==> src/rtl/risc16_pkg.sv <==
// Shared RISC16 definitions: datapath widths, default reset PC and the
// fetch FSM state encoding.
package risc16_pkg;

  localparam int ADDR_W  = 16;
  localparam int INSTR_W = 16;

  localparam logic [ADDR_W-1:0] DEF_RESET_PC = 16'h0000;

  typedef enum logic [1:0] {
    BOOT = 2'd0,
    RUN  = 2'd1,
    HALT = 2'd2
  } fetch_state_t;

endpackage

==> src/rtl/fetch_pc_sel.sv <==
// Next-PC selection for the fetch unit: redirect target, sequential step,
// or hold. Redirect always wins; step arithmetic wraps modulo 2^16.
module fetch_pc_sel
  import risc16_pkg::*;
#(
  parameter logic [ADDR_W-1:0] PC_STEP = 16'h0001
) (
  input  logic [ADDR_W-1:0] pc,
  input  logic              redirect_valid,
  input  logic [ADDR_W-1:0] redirect_pc,
  input  logic              advance,
  output logic [ADDR_W-1:0] next_pc
);

  // Priority mux: redirect > step > hold
  always_comb begin
    next_pc = pc;
    if (redirect_valid)
      next_pc = redirect_pc;
    else if (advance)
      next_pc = pc + PC_STEP;
  end

endmodule

==> src/rtl/fetch_unit.sv <==
// Instruction fetch stage: PC register, BOOT/RUN/HALT FSM and the IF/ID
// pipeline register with a valid/ready handshake toward decode.
// Optional build macro FETCH_PERF_CNT_EN adds the fetch_count output,
// a wrapping count of instructions accepted by decode.
module fetch_unit
  import risc16_pkg::*;
#(
  parameter logic [ADDR_W-1:0] RESET_PC = DEF_RESET_PC,
  parameter logic [ADDR_W-1:0] PC_STEP  = 16'h0001
) (
  input  logic               clk,
  input  logic               rst_n,
  output logic [ADDR_W-1:0]  imem_addr,
  input  logic [INSTR_W-1:0] imem_data,
  input  logic               redirect_valid,
  input  logic [ADDR_W-1:0]  redirect_pc,
  input  logic               halt_req,
  output logic               if_valid,
  input  logic               if_ready,
  output logic [INSTR_W-1:0] if_instr,
  output logic [ADDR_W-1:0]  if_pc
`ifdef FETCH_PERF_CNT_EN
  ,
  output logic [15:0]        fetch_count
`endif
);

  fetch_state_t      state, state_nxt;
  logic [ADDR_W-1:0] pc, pc_nxt;
  logic              capture;  // load IF/ID from memory and step the PC
  logic              accept;   // decode consumes IF/ID (not flushed)

  // The memory address comes straight from the PC register
  assign imem_addr = pc;

  // FSM state register
  always_ff @(posedge clk or negedge rst_n) begin
    if (!rst_n) state <= BOOT;
    else        state <= state_nxt;
  end

  // FSM next-state: redirect forces RUN, halt only leaves RUN
  always_comb begin
    state_nxt = state;
    case (state)
      BOOT:    state_nxt = RUN;
      RUN:     if (!redirect_valid && halt_req) state_nxt = HALT;
      HALT:    if (redirect_valid) state_nxt = RUN;
      default: state_nxt = BOOT;
    endcase
  end

  // FSM outputs: a redirect discards any capture or handshake this cycle
  always_comb begin
    capture = (state == RUN) && !redirect_valid && (!if_valid || if_ready);
    accept  = if_valid && if_ready && !redirect_valid;
  end

  fetch_pc_sel #(
    .PC_STEP(PC_STEP)
  ) u_pc_sel (
    .pc            (pc),
    .redirect_valid(redirect_valid),
    .redirect_pc   (redirect_pc),
    .advance       (capture),
    .next_pc       (pc_nxt)
  );

  // PC register
  always_ff @(posedge clk or negedge rst_n) begin
    if (!rst_n) pc <= RESET_PC;
    else        pc <= pc_nxt;
  end

  // IF/ID register: flush on redirect, refill on capture, drain on accept
  always_ff @(posedge clk or negedge rst_n) begin
    if (!rst_n) begin
      if_valid <= 1'b0;
      if_instr <= '0;
      if_pc    <= '0;
    end else if (redirect_valid) begin
      if_valid <= 1'b0;
    end else if (capture) begin
      if_valid <= 1'b1;
      if_instr <= imem_data;
      if_pc    <= pc;
    end else if (accept) begin
      // Only reachable outside RUN (HALT drain); RUN accepts via capture
      if_valid <= 1'b0;
    end
  end

`ifdef FETCH_PERF_CNT_EN
  // Count decode acceptances; flushed entries are never counted
  always_ff @(posedge clk or negedge rst_n) begin
    if (!rst_n)      fetch_count <= '0;
    else if (accept) fetch_count <= fetch_count + 16'd1;
  end
`endif

endmodule

==> config.mk <==
export PLATFORM = sky130hd
export DESIGN_NAME = fetch_unit
export DESIGN_NICKNAME = d
export VERILOG_FILES = /design/src/rtl/risc16_pkg.sv /design/src/rtl/fetch_pc_sel.sv /design/src/rtl/fetch_unit.sv
export SDC_FILE = /design/constraint.sdc
export NUM_CORES = 1
export LEC_CHECK = 0
export CORE_MARGIN = 2
export CORE_UTILIZATION = 44
export CTS_CLUSTER_DIAMETER = 150
export DETAILED_ROUTE_END_ITERATION = 12
export HOLD_SLACK_MARGIN = 0.06
export PLACE_DENSITY = 0.79
export SLEW_MARGIN = 20
export SYNTH_ARGS = -nofsm -noshare
export SYNTH_HDL_FRONTEND = slang
export SYNTH_HIERARCHICAL = 1
export SYNTH_SLANG_ARGS = --single-unit
==> constraint.sdc <==
create_clock -name clk -period 3.3 [get_ports clk]
set_clock_uncertainty 0.2 [all_clocks]
set_input_delay 0.66 -clock clk [delete_from_list [all_inputs] [get_ports clk]]
set_output_delay 0.66 -clock clk [all_outputs]
set_load 0.005 [all_outputs]
==> flow_metrics.env, run 1 <==
export IMPL_status="complete, no violations"
export IMPL_syn_inst=180
export IMPL_finalNetCount=309
export IMPL_dieArea_mm2=0.00597
export IMPL_dr_pass1_iters=4
export IMPL_num_vias=1709
export IMPL_synth_compound_area_share_pct=4.98
export IMPL_grt_max_degree=38
export IMPL_max_slew_margin_pct=60.9
export IMPL_yosys_area_share_simple_pct=11.4
export IMPL_worst_ep_required_time_ps=3330
export IMPL_ys_types=31
export IMPL_cts_resized=0
export IMPL_post_cts_buffers=0
export IMPL_finalNonFillerCells=342
export IMPL_die_x_um=77.3
export IMPL_postCtsHoldBufs=0
export IMPL_ios=86
export IMPL_area_growth_syn_to_layout_pct=42.2
export IMPL_rsz0062_at_grt="false"
export IMPL_crit_path_end_kind="register"
export IMPL_power_internal_w=0.00139
export IMPL_gr_max_usage_layer="met2"
export IMPL_crit_family="simple AND/OR/NAND/NOR gates"
export IMPL_grt_pass1_wl_mm=8.78
export IMPL_cp_arrival_ps=2870
export IMPL_layout_common_cells="clkdlybuf4s50_1 (84), dfrtp_1 (51), mux2_4 (29), nand2_1 (18), o21ai_0 (13)"
export IMPL_grt_met1_usage_pct=24.0
export IMPL_drive_gt1_share_pct=18.4
export IMPL_crit_type="input pin to register"
export IMPL_syn_area_mm2=0.00236
export IMPL_r2r_slack_ps=860
export IMPL_p_switching_w=0.000493
export IMPL_r2r_end="imem_addr[14]$_DFF_PN0_"
export IMPL_cts_tree="yes"
export IMPL_synth_top_family_by_area="multiplexers"
export IMPL_fin_crit_sh_pct=85.9
export IMPL_antenna_found_initial=0
export IMPL_cp_depth=8
export IMPL_pwr_share_comb_pct=34.7
export IMPL_synthMuxAreaShare_pct=21.2
export IMPL_maxCapViolCount=0
export IMPL_drv_slew=0
export IMPL_rr_worst_depth=7
export IMPL_avgSynthCellArea_um2=13.1
export IMPL_multiInputGateArea_um2=997
export IMPL_track_usage_pct=18.8
export IMPL_min_path_type="input pin to asynchronous set/reset pin"
export IMPL_met2_usage_pct=31.2
export IMPL_io_buffers=85
export IMPL_r2r_start="if_valid$_DFFE_PN0P_"
export IMPL_via_per_inst=5.00
export IMPL_slowest_delay_ps=540
export IMPL_dp_hpwl_mm=3.70
export IMPL_antenna_left=0
export IMPL_layout_commonest_cell="clkdlybuf4s50_1"
export IMPL_num_rows=26
export IMPL_critical_path_slowest_cell="or4_1"
export IMPL_cp_cell_sequence="clkdlybuf4s50_1 -> nor2b_4 -> or4b_4 -> inv_1 -> nand2_1 -> or4_1 -> or3_1 -> a31oi_1"
export IMPL_utilization_pct=65.4
export IMPL_peakVddDrop_uv=312
export IMPL_synth_net_count=218
export IMPL_p_leak_nw=1.46
export IMPL_ys_seq_area_share_pct=54.0
export IMPL_start_util_pct=46.0
export IMPL_clk_pin_slew_ps=90
export IMPL_insertion_delay_ps=310
export IMPL_clk_path_buf_depth=2
export IMPL_cp_start_kind="input pin"
export IMPL_power_per_cell_area_mw_per_mm2=559
export IMPL_fill_cells=436
export IMPL_synth_fa_ha_area_share_pct=0.530
export IMPL_crit_fanout=2
export IMPL_async_reset_ff_share_pct=100
export IMPL_regArea_mm2=0.00128
export IMPL_antenna_cells=0
export IMPL_finalWirelength_mm=5.22
export IMPL_p_clk_share_pct=18.7
export IMPL_core_mm2=0.00514
export IMPL_use_met3_pct=4.00
export IMPL_drtIter0Drc=127
export IMPL_period_minus_slack_ps=2830
export IMPL_ys_seq_elements=51
export IMPL_cts_htree_levels=2
export IMPL_fin_tns_setup_ps=0
export IMPL_finalHoldViolCount=0
export IMPL_cts_sinks=51
export IMPL_synthFlopType="dfrtp_1"
export IMPL_synth_edf_count=0
export IMPL_wl_per_cell_um=15.3
export IMPL_cts_root_buf="clkbuf_8"
export IMPL_max_freq_ghz=0.353
export IMPL_synth_xor_area_share_pct=4.08
export IMPL_ys_warn_count=6
export IMPL_switching_share_pct=26.3
export IMPL_gp_congestion=0.712
export IMPL_die_h_um=77.3
export IMPL_drc_errors=0
export IMPL_cts_buffers=5
export IMPL_worst_slew_pin_transition_ps=587
export IMPL_setup_viol=0
export IMPL_grt_pass1_vias=1738
export IMPL_worst_path_buf_inv=2
export IMPL_dp_cells=334
export IMPL_grt_ovfl_total=0
export IMPL_pwr_share_seq_pct=46.6
## cell families (layout without fill, tap and decap cells)
kind of cell               count (synthesis)  after routing
DFF                                       51             51
and+or+nand+nor                           49             49
muxes                                     35             35
AOI/OAI and AO/OA                         20             20
buffers and inverters                     13            105
xor gates and xnor gates                  11             11
adders and majority gates                  1              1
## sequential cells by signal, summed over array words and instances (netlist names)
signal and cells:
if_pc 16, state 2, imem_addr 16, if_instr 16
if_valid 1
## cell type report
cell class,count,share of cell area [%]
Sequential cell,51,38.0
Multi-Input combinational cell,116,29.7
Timing Repair Buffer,91,26.5
Tap cell,70,2.61
Clock buffer,6,2.16
Inverter,6,0.670
Clock inverter,2,0.372
## worst reg2reg max path: cells and delay by family (launching register included)
family,cells,cell delay (ps)
flip-flops,1,380
AND/OR/NAND/NOR,5,1540
AO/OA/AOI/OAI,1,160
buffers and inverters,1,90
## per-layer routing
layer	routed length [um]	vias to the layer above
li1	-	810
met5	0	-
met4	80	0
met3	285	8
met2	2550	58
met1	2310	833
## Yosys cell counts, types with 4 or more instances
cell	n	share of area (%)
nor2_1	6	0.95
nand2_1	18	2.9
xor2_1	4	1.5
nor3_1	4	0.85
xnor2_1	7	2.6
nand4_1	4	1.1
mux2_2	4	1.9
buf_6	4	1.9
nand3_1	4	0.85
o21ai_0	13	2.8
mux2_4	29	18
inv_1	6	0.95
dfrtp_1	51	54
nor4_1	4	1.1
## worst max-delay path by stage
| stage | from | end | slack (ps) |
|---|---|---|---|
| finish | if_ready | imem_addr[14]$_DFF_PN0_ | 470 |
| global placement | if_ready | imem_addr[14]$_DFF_PN0_ | 180 |
| floorplan | redirect_valid | imem_addr[14]$_DFF_PN0_ | 300 |
| global route | if_ready | imem_addr[13]$_DFF_PN0_ | 350 |
| CTS | if_ready | imem_addr[14]$_DFF_PN0_ | 480 |
| detailed placement | if_ready | imem_addr[14]$_DFF_PN0_ | 160 |
## through the flow
stage | power, W | instance area (um2) | hold slack, ps | setup slack (ps)
after floorplan | 0.00116 | 2360 | 164 | 301
after global placement | 0.00152 | 3270 | 286 | 182
after detailed placement | 0.00155 | 3270 | 292 | 156
after CTS | 0.00190 | 3360 | 99.0 | 479
after global routing | 0.00199 | 3360 | 127 | 353
final | 0.00188 | 3360 | 89.8 | 467
## power by group through the flow
stage               Combinational (W)  Sequential, W  Clock [W]
detailed placement           0.000659       0.000887          0
CTS                          0.000662       0.000877   0.000363
global placement             0.000644       0.000879          0
finish                       0.000652       0.000875   0.000352
floorplan                    0.000272       0.000885          0
global route                 0.000698       0.000900   0.000387
Power figures use the tool's default switching activity.
==> run 2: changes to the inputs <==
==> constraint.sdc (replaced) <==
create_clock -name clk -period 3.3 [get_ports clk]
set_clock_uncertainty 0.2 [all_clocks]
set_input_delay 0.33 -clock clk [delete_from_list [all_inputs] [get_ports clk]]
set_output_delay 0.33 -clock clk [all_outputs]
set_load 0.005 [all_outputs]
==> run 2 against run 1 <==
Design area up 0.19%. Clock power is 9.9% higher. Hold slack gained 220 ps. Combinational power shrank 1%. Core utilization is 0.12 points higher. First-iteration DRC count fell by 46%. Setup slack better by 60 ps. Sequential share of layout area fell by 0.071 points. Critical path type unchanged. Critical endpoint unchanged.
==> flow_metrics.env, run 2 (synthesized netlist as in run 1, its figures left out) <==
export IMPL_cp_startpoint="if_ready"
export IMPL_cts_tree="yes"
export IMPL_drc_errors=0
export IMPL_pwr_share_seq_pct=45.9
export IMPL_slowest_delay_ps=580
export IMPL_peakVddDrop_uv=385
export IMPL_finalNetCount=307
export IMPL_drv_slew=0
export IMPL_pwr_share_comb_pct=33.8
export IMPL_p_leak_nw=1.46
export IMPL_status="complete, no violations"
export IMPL_fin_crit_sh_pct=84.0
export IMPL_worst_hold_startpoint="if_instr[11]$_DFFE_PN0P_"
export IMPL_insertion_delay_ps=290
export IMPL_antenna_found_initial=0
export IMPL_r2r_start="if_valid$_DFFE_PN0P_"
export IMPL_worst_ep_required_time_ps=3320
export IMPL_fin_total_pwr_w=0.00191
export IMPL_hold_path_depth=1
export IMPL_maxCapViolCount=0
export IMPL_p_switching_w=0.000481
export IMPL_rsz0062_at_grt="false"
export IMPL_power_per_cell_area_mw_per_mm2=567
export IMPL_fill_cells=443
export IMPL_utilization_pct=65.5
export IMPL_core_mm2=0.00514
export IMPL_power_internal_w=0.00143
export IMPL_clk_path_buf_depth=2
export IMPL_maxUsedRoutingLayer="met4"
export IMPL_cts_sinks=51
export IMPL_finalWirelength_mm=4.97
export IMPL_grt_ovfl_total=0
export IMPL_die_x_um=77.3
export IMPL_layout_common_cells="clkdlybuf4s50_1 (84), dfrtp_1 (51), mux2_4 (29), nand2_1 (18), o21ai_0 (13)"
export IMPL_period_minus_slack_ps=2770
export IMPL_max_slew_margin_pct=48.1
export IMPL_cp_arrival_ps=2790
export IMPL_cts_buffers=5
export IMPL_r2r_end="imem_addr[14]$_DFF_PN0_"
export IMPL_drtIter0Drc=68
export IMPL_area_growth_syn_to_layout_pct=42.5
export IMPL_post_place_ws_ps=236
export IMPL_cts_htree_levels=2
export IMPL_crit_type="input pin to register"
export IMPL_max_freq_ghz=0.361
export IMPL_num_vias=1697
export IMPL_rr_worst_depth=7
export IMPL_via_per_inst=4.99
export IMPL_track_usage_pct=17.5
export IMPL_start_util_pct=46.0
export IMPL_timing_final_ws_setup_ps=527
export IMPL_multiInputGateArea_um2=997
export IMPL_cp_cell_sequence="clkdlybuf4s50_1 -> nor2b_4 -> or4b_4 -> inv_1 -> nand2_1 -> or4_1 -> or3_1 -> a31oi_1"
export IMPL_crit_path_end_kind="register"
export IMPL_ios=86
export IMPL_regArea_mm2=0.00128
export IMPL_r2r_slack_ps=610
export IMPL_clk_pin_slew_ps=90
export IMPL_die_h_um=77.3
export IMPL_cts_root_buf="clkbuf_8"
export IMPL_critical_path_slowest_cell="or4_1"
export IMPL_finalHoldViolCount=0
export IMPL_grt_pass1_wl_mm=8.22
export IMPL_crit_fanout=6
export IMPL_dp_hpwl_mm=3.56
export IMPL_worst_slew_pin_transition_ps=779
export IMPL_gp_congestion=0.711
export IMPL_layout_commonest_cell="clkdlybuf4s50_1"
export IMPL_grt_pass1_vias=1675
export IMPL_io_buffers=85
export IMPL_antenna_cells=0
export IMPL_hold_end="if_instr[11]$_DFFE_PN0P_"
export IMPL_grt_max_degree=38
export IMPL_setup_viol=0
export IMPL_dr_pass1_iters=4
export IMPL_wl_met2_mm=2.54
export IMPL_wl_per_cell_um=14.6
export IMPL_met3_length_um=237
export IMPL_antenna_left=0
export IMPL_dieArea_mm2=0.00597
export IMPL_p_clk_share_pct=20.3
export IMPL_switching_share_pct=25.2
export IMPL_cp_start_kind="input pin"
export IMPL_drive_gt1_share_pct=17.8
export IMPL_num_rows=26
export IMPL_wl_met1_mm=2.16
export IMPL_min_path_type="register to register"
export IMPL_fin_tns_setup_ps=0
-- run 2: cell types whose count changed in the layout (fill, tap and decap cells not counted) --
| cell | change |
|---|---|
| dlygate4sd3_1 | +1 |
| clkbuf_1 | -1 |
| clkbuf_8 | +2 |
| buf_4 | -3 |
| clkinv_2 | -1 |
-- run 2: layer usage --
metal / global-route usage [%] / up-vias
met5: 0 / -
met4: 5.36 / 0
met3: 3.65 / 2
met2: 29.7 / 51
met1: 22.5 / 825
li1: - / 819
-- run 2: worst max-delay path: cells and delay by family --
| kind | cells | cell delay, ps |
|---|---|---|
| AND/OR/NAND/NOR | 5 | 1610 |
| AO/OA/AOI/OAI | 1 | 160 |
| buffers and inverters | 2 | 680 |
-- run 2: area by class of cell --
cell class,count,area share (%)
clock buffer,7,2.86
tap,70,2.60
inverter,6,0.669
timing repair buffer,89,26.1
clock inverter,1,0.223
multi-input combinational,116,29.6
sequential,51,37.9
-- run 2: power by group through the flow --
| stage | Clock (W) | Combinational (W) | Sequential, W |
|---|---|---|---|
| final | 0.000387 | 0.000645 | 0.000875 |
| after global placement | 0 | 0.000641 | 0.000878 |
| after detailed placement | 0 | 0.000652 | 0.000886 |
| after global routing | 0.000421 | 0.000688 | 0.000899 |
| after floorplan | 0 | 0.000272 | 0.000885 |
| after CTS | 0.000402 | 0.000655 | 0.000876 |
-- run 2: stage by stage --
| step | instances | hold WS, ps | cell area [um2] |
|---|---|---|---|
| 2_1_floorplan | 180 | -166 | 2360 |
| 3_3_place_gp | 331 | 259 | 3250 |
| 3_5_place_dp | 331 | 262 | 3250 |
| 4_1_cts | 340 | 316 | 3370 |
| 5_1_grt | 340 | 333 | 3370 |
| 6_report | 340 | 312 | 3370 |
-- run 2: timing repair --
action,CTS,global route
endpoints found under the hold margin,34,0
gates resized for setup,0,0
hold buffers,1,0
setup endpoints to repair,0,0
setup buffers,0,0
-- run 2: worst max path at each step --
stage                     depth (start not counted)                 endpoint  slack, ps
final                                             8  imem_addr[14]$_DFF_PN0_        530
after detailed placement                          8  imem_addr[14]$_DFF_PN0_        240
after CTS                                         8  imem_addr[14]$_DFF_PN0_        540
after global placement                            8  imem_addr[14]$_DFF_PN0_        270
after global routing                              8  imem_addr[14]$_DFF_PN0_        430
after floorplan                                   9  imem_addr[14]$_DFF_PN0_        500
==> patch 1, RTL diff (config.mk and constraints of run 1) <==
Set the package constant `ADDR_W` to 18 (it was 16).
--- a/src/rtl/risc16_pkg.sv
+++ b/src/rtl/risc16_pkg.sv
@@ -2,7 +2,7 @@
 // fetch FSM state encoding.
 package risc16_pkg;
 
-  localparam int ADDR_W  = 16;
+  localparam int ADDR_W  = 18;
   localparam int INSTR_W = 16;
 
   localparam logic [ADDR_W-1:0] DEF_RESET_PC = 16'h0000;
Ports: changed (resized if_pc, imem_addr and redirect_pc); port bits go from 86 to 92. The function was not compared with the original's and may differ.
==> patch 1 against run 1 <==
- setup slack got worse by 0.0044 ns
- combinational power rose by 6.7%
- power rose by 5.6%
- sequential cell count rose by 4
- via count rose by 7.3%
- final area rose by 8.3%
- critical path depth did not move
- routed wire length rose by 3.6%
- synthesized area rose by 9.5%
- maximum frequency fell by 0.16%
- critical path type unchanged
- largest cell class unchanged
==> patch 1: results (changes against run 1) <==
Outcome
  • Outcome: complete, no violations (unchanged)

Placement
  • Post-DP HPWL: 3880 µm (was 3700 µm)
  • Post-Place Cells: 359 (was 334)
  • Placed instance area: 3560 µm² (was 3270 µm²)
  • Port Buf Inserts: 91 (was 85)
  • Final Wtd Congestion: 0.717 (was 0.712)
  • DP Worst Slack: 0.150 ns (was 0.156 ns)

Global routing
  • Largest net degree at the start of global routing: 45 (was 38)
  • M3 GR Usage: 0.0449 (was 0.0400)
  • Grt peak-use layer: met2 (unchanged)
  • Global Route met1 Usage: 0.228 (was 0.240)
  • First-pass GRT wire length: 8900 µm (was 8780 µm)
  • Number of global-route vias before repair: 1853 (was 1738)
  • Global Route Usage Sum: 0.177 (was 0.188)
  • Met2 Use GR: 0.300 (was 0.312)

Setup path
  • Reg2Reg Setup Slack: around 0.85 ns
  • CP Max Fanout: 6 (was 2)
  • Critical path endpoint: imem_addr[14] (unchanged)
  • Crit-path slowest cell: clkdlybuf4s50_1 (was or4_1)
  • WP data arrival: 2.88 ns (was 2.87 ns)
  • Critical Path Max Stage Delay: 0.50 ns (was 0.54 ns)

Synth
  • Cells taking the most area after synthesis: dfrtp_1 (53%), mux2_4 (17%), nand2_1 (3.2%), xnor2_1 (3.0%), mux2_2 (2.6%) (was dfrtp_1 (54%), mux2_4 (18%), nand2_1 (2.9%), o21ai_0 (2.8%), xnor2_1 (2.6%))
  • Syn Nets: 239 (was 218)
  • Sequential area share after synthesis: 0.532 (was 0.540)
  • Netlist cell types: 32 (was 31)
  • Top cells by count, synth: dfrtp_1 (55), mux2_4 (29), nand2_1 (22) (was dfrtp_1 (51), mux2_4 (29), nand2_1 (18))
  • Synth warn: 6 (unchanged)
  • Mean post-synth cell area: 13.0 µm² (was 13.1 µm²)

Min path
  • Worst Hold Class: in2async (unchanged)

Power
  • Worst vdd ir: 0.295 mV (was 0.312 mV)
  • P_leak: 1.57 nW (was 1.46 nW)

Clock network
  • Cts bufs inserted: 5 (unchanged)
  • Clk root buf: clkbuf_8 (unchanged)

Detailed routing
  • DRT met1 WL: 2450 µm (was 2310 µm)
  • Via-per-instance ratio: 5.02 (was 5.00)
  • Total Routed Length: 5400 µm (was 5220 µm)
  • DR iter-0 viols: 148 (was 127)
  • DR WL met3: 319 µm (was 285 µm)
  • DR WL met2: 2600 µm (was 2550 µm)

Final layout
  • Layout Cells excl Fill: 365 (was 342)
  • Layout fillers: 447 (was 436)
  • Ant diodes: 0 (unchanged)
  • Layout cells sized above 1: 0.181 (was 0.184)
  • Layout Utilization: 0.649 (was 0.654)
  • # nets final: 334 (was 309)

STA
  • Worst-margin pin slew: 0.799 ns (was 0.587 ns)
  • Hold Slack: 0.236 ns (was 0.0898 ns)
  • Final period util: 0.860 (was 0.859)
## patch 1: layout make-up
class                           count  area share
Timing Repair Buffer               96       0.259
Multi-Input combinational cell    130       0.310
Clock buffer                        5      0.0189
Tap cell                           72      0.0248
Inverter                            6     0.00619
Sequential cell                    55       0.378
Clock inverter                      1     0.00206
## patch 1: power by group
group          total, W  internal, W  switching (W)
logic          0.000696     0.000503       0.000193
registers      0.000949     0.000829       0.000120
clock network  0.000340     0.000141       0.000199
## patch 1: logic make-up after synthesis
group,share of synthesized area
buffers and inverters,0.0319
multiplexers,0.206
XOR/XNOR,0.0406
adder cells (fa/ha/maj),0.00483
flip-flops,0.532
AO/OA/AOI/OAI,0.0488
AND/OR/NAND/NOR,0.136
==> patch 2, RTL diff (config.mk and constraints of run 1) <==
Made on the original files. Encoding of `fetch_state_t`: now one-hot (3 bits for 3 states).
--- a/src/rtl/risc16_pkg.sv
+++ b/src/rtl/risc16_pkg.sv
@@ -7,10 +7,10 @@
 
   localparam logic [ADDR_W-1:0] DEF_RESET_PC = 16'h0000;
 
-  typedef enum logic [1:0] {
-    BOOT = 2'd0,
-    RUN  = 2'd1,
-    HALT = 2'd2
+  typedef enum logic [2:0] {
+    BOOT = 3'b001,
+    RUN  = 3'b010,
+    HALT = 3'b100
   } fetch_state_t;
 
 endpackage
Function: same outputs for any inputs over 10 cycles, from zero or initial values and one cycle with rst_n low; not proved beyond that.
==> patch 2 against run 1 <==
- die area increased by 1.9%
- core utilization up 0.51 points
- clock power up 21%
- setup slack improved by 0.10 ns
- synthesized area is 2.0% higher
- routed wire length down 2.9%
- power up 36%
- count of clock-buffer cells in the layout stayed put
- sequential cell count grew 1
- global-route usage shrank 1.4 points
- final area is 2.0% higher
- maximum frequency up 3.8%
- critical endpoint unchanged
- largest cell class unchanged
==> patch 2: results (changes against run 1) <==
Synth
  • Top cells by count, synth: dfrtp_1 (51), mux2_4 (29), nand2_1 (17) (was dfrtp_1 (51), mux2_4 (29), nand2_1 (18))
  • Netlist cell types: 34 (was 31)
  • Sequential area share after synthesis: 0.540 (about the same)
  • Cells taking the most area after synthesis: dfrtp_1 (53%), mux2_4 (18%), o21ai_0 (3.1%), nand2_1 (2.6%), xnor2_1 (2.5%) (was dfrtp_1 (54%), mux2_4 (18%), nand2_1 (2.9%), o21ai_0 (2.8%), xnor2_1 (2.6%))
  • Post-Synth XOR/XNOR Area: 0.0436 (was 0.0408)
  • Syn Nets: 223 (was 218)
  • Synth Instances: 185 (was 180)

Final layout
  • Layout Cells excl Fill: 346 (was 342)
  • Non-Clock Buffer Area Fraction: 0.256 (was 0.265)
  • Layout fillers: 421 (was 436)
  • Count of multi-input combinational gates: 123 (was 116)
  • ClkCell Share: 0.0314 (was 0.0253)
  • Count of non-CTS buffers in the layout: 89 (was 91)
  • # nets final: 313 (was 309)
  • Fraction of area in registers: 0.380 (about the same)
  • Layout cells sized above 1: 0.170 (was 0.184)
  • Non-CTS inverters: 4 (was 6)

Power
  • P_leak: 1.49 nW (was 1.46 nW)
  • Net load switching power: 0.000679 W (was 0.000493 W)
  • Combinational power: 0.00109 W (was 0.000652 W)
  • Worst vdd ir: 0.390 mV (was 0.312 mV)

Detailed routing
  • Total Routed Length: 5070 µm (was 5220 µm)
  • Vias: 1749 (was 1709)
  • DR iter-0 viols: 78 (was 127)
  • DR WL met3: 296 µm (was 285 µm)
  • DRT met1 WL: 2410 µm (was 2310 µm)

Placement
  • Post-DP HPWL: 3580 µm (was 3700 µm)
  • Final Wtd Congestion: 0.699 (was 0.712)
  • Post-Place Cells: 337 (was 334)

Min path
  • Worst Hold Class: reg2reg (was in2async)

Setup path
  • Critical Path Max Stage Delay: 0.56 ns (was 0.54 ns)
  • WP data arrival: 2.76 ns (was 2.87 ns)

Global routing
  • Largest net degree at the start of global routing: 39 (was 38)
  • Met2 Use GR: 0.271 (was 0.312)
  • First-pass GRT wire length: 8340 µm (was 8780 µm)
  • Number of global-route vias before repair: 1639 (was 1738)
  • Global Route Usage Sum: 0.174 (was 0.188)
  • M3 GR Usage: 0.0407 (was 0.0400)
  • Global Route met1 Usage: 0.249 (was 0.240)

STA
  • Max_slew headroom: 0.608 (was 0.609)

Clock network
  • Hold buffer count at cts: 1 (was 0)
  • Clock-pin slew on the worst setup and hold paths: approximately 0.1 ns
  • # clock sinks: 52 (was 51)

Outcome
  • Outcome: complete, no violations (unchanged)
patch 2: worst paths after layout:
path	start	end	slack (ns)	cells past startpoint
min in group asynchronous	rst_n	if_pc[11]	0.58	2
max in group asynchronous	rst_n	if_pc[2]	1.52	3
worst min register to register	state[2]	state[0]	0.29	1
worst max register to register	state[2]	imem_addr[14]	0.87	7
worst max-delay path	if_ready	imem_addr[14]	0.57	8
worst min-delay path	state[2]	state[0]	0.29	1
patch 2: through the flow:
step / hold slack (ns) / cell area, µm² / worst slack [ns] / util / power (W)
after floorplan: 0.164 / 2410 / 0.623 / - / 0.00159
final: 0.291 / 3430 / 0.571 / 0.659 / 0.00256
after global routing: 0.331 / 3430 / 0.466 / 0.659 / 0.00273
after detailed placement: 0.276 / 3310 / 0.254 / 0.636 / 0.00215
after global placement: 0.265 / 3310 / 0.298 / 0.636 / 0.00213
after CTS: 0.293 / 3430 / 0.577 / 0.659 / 0.00259
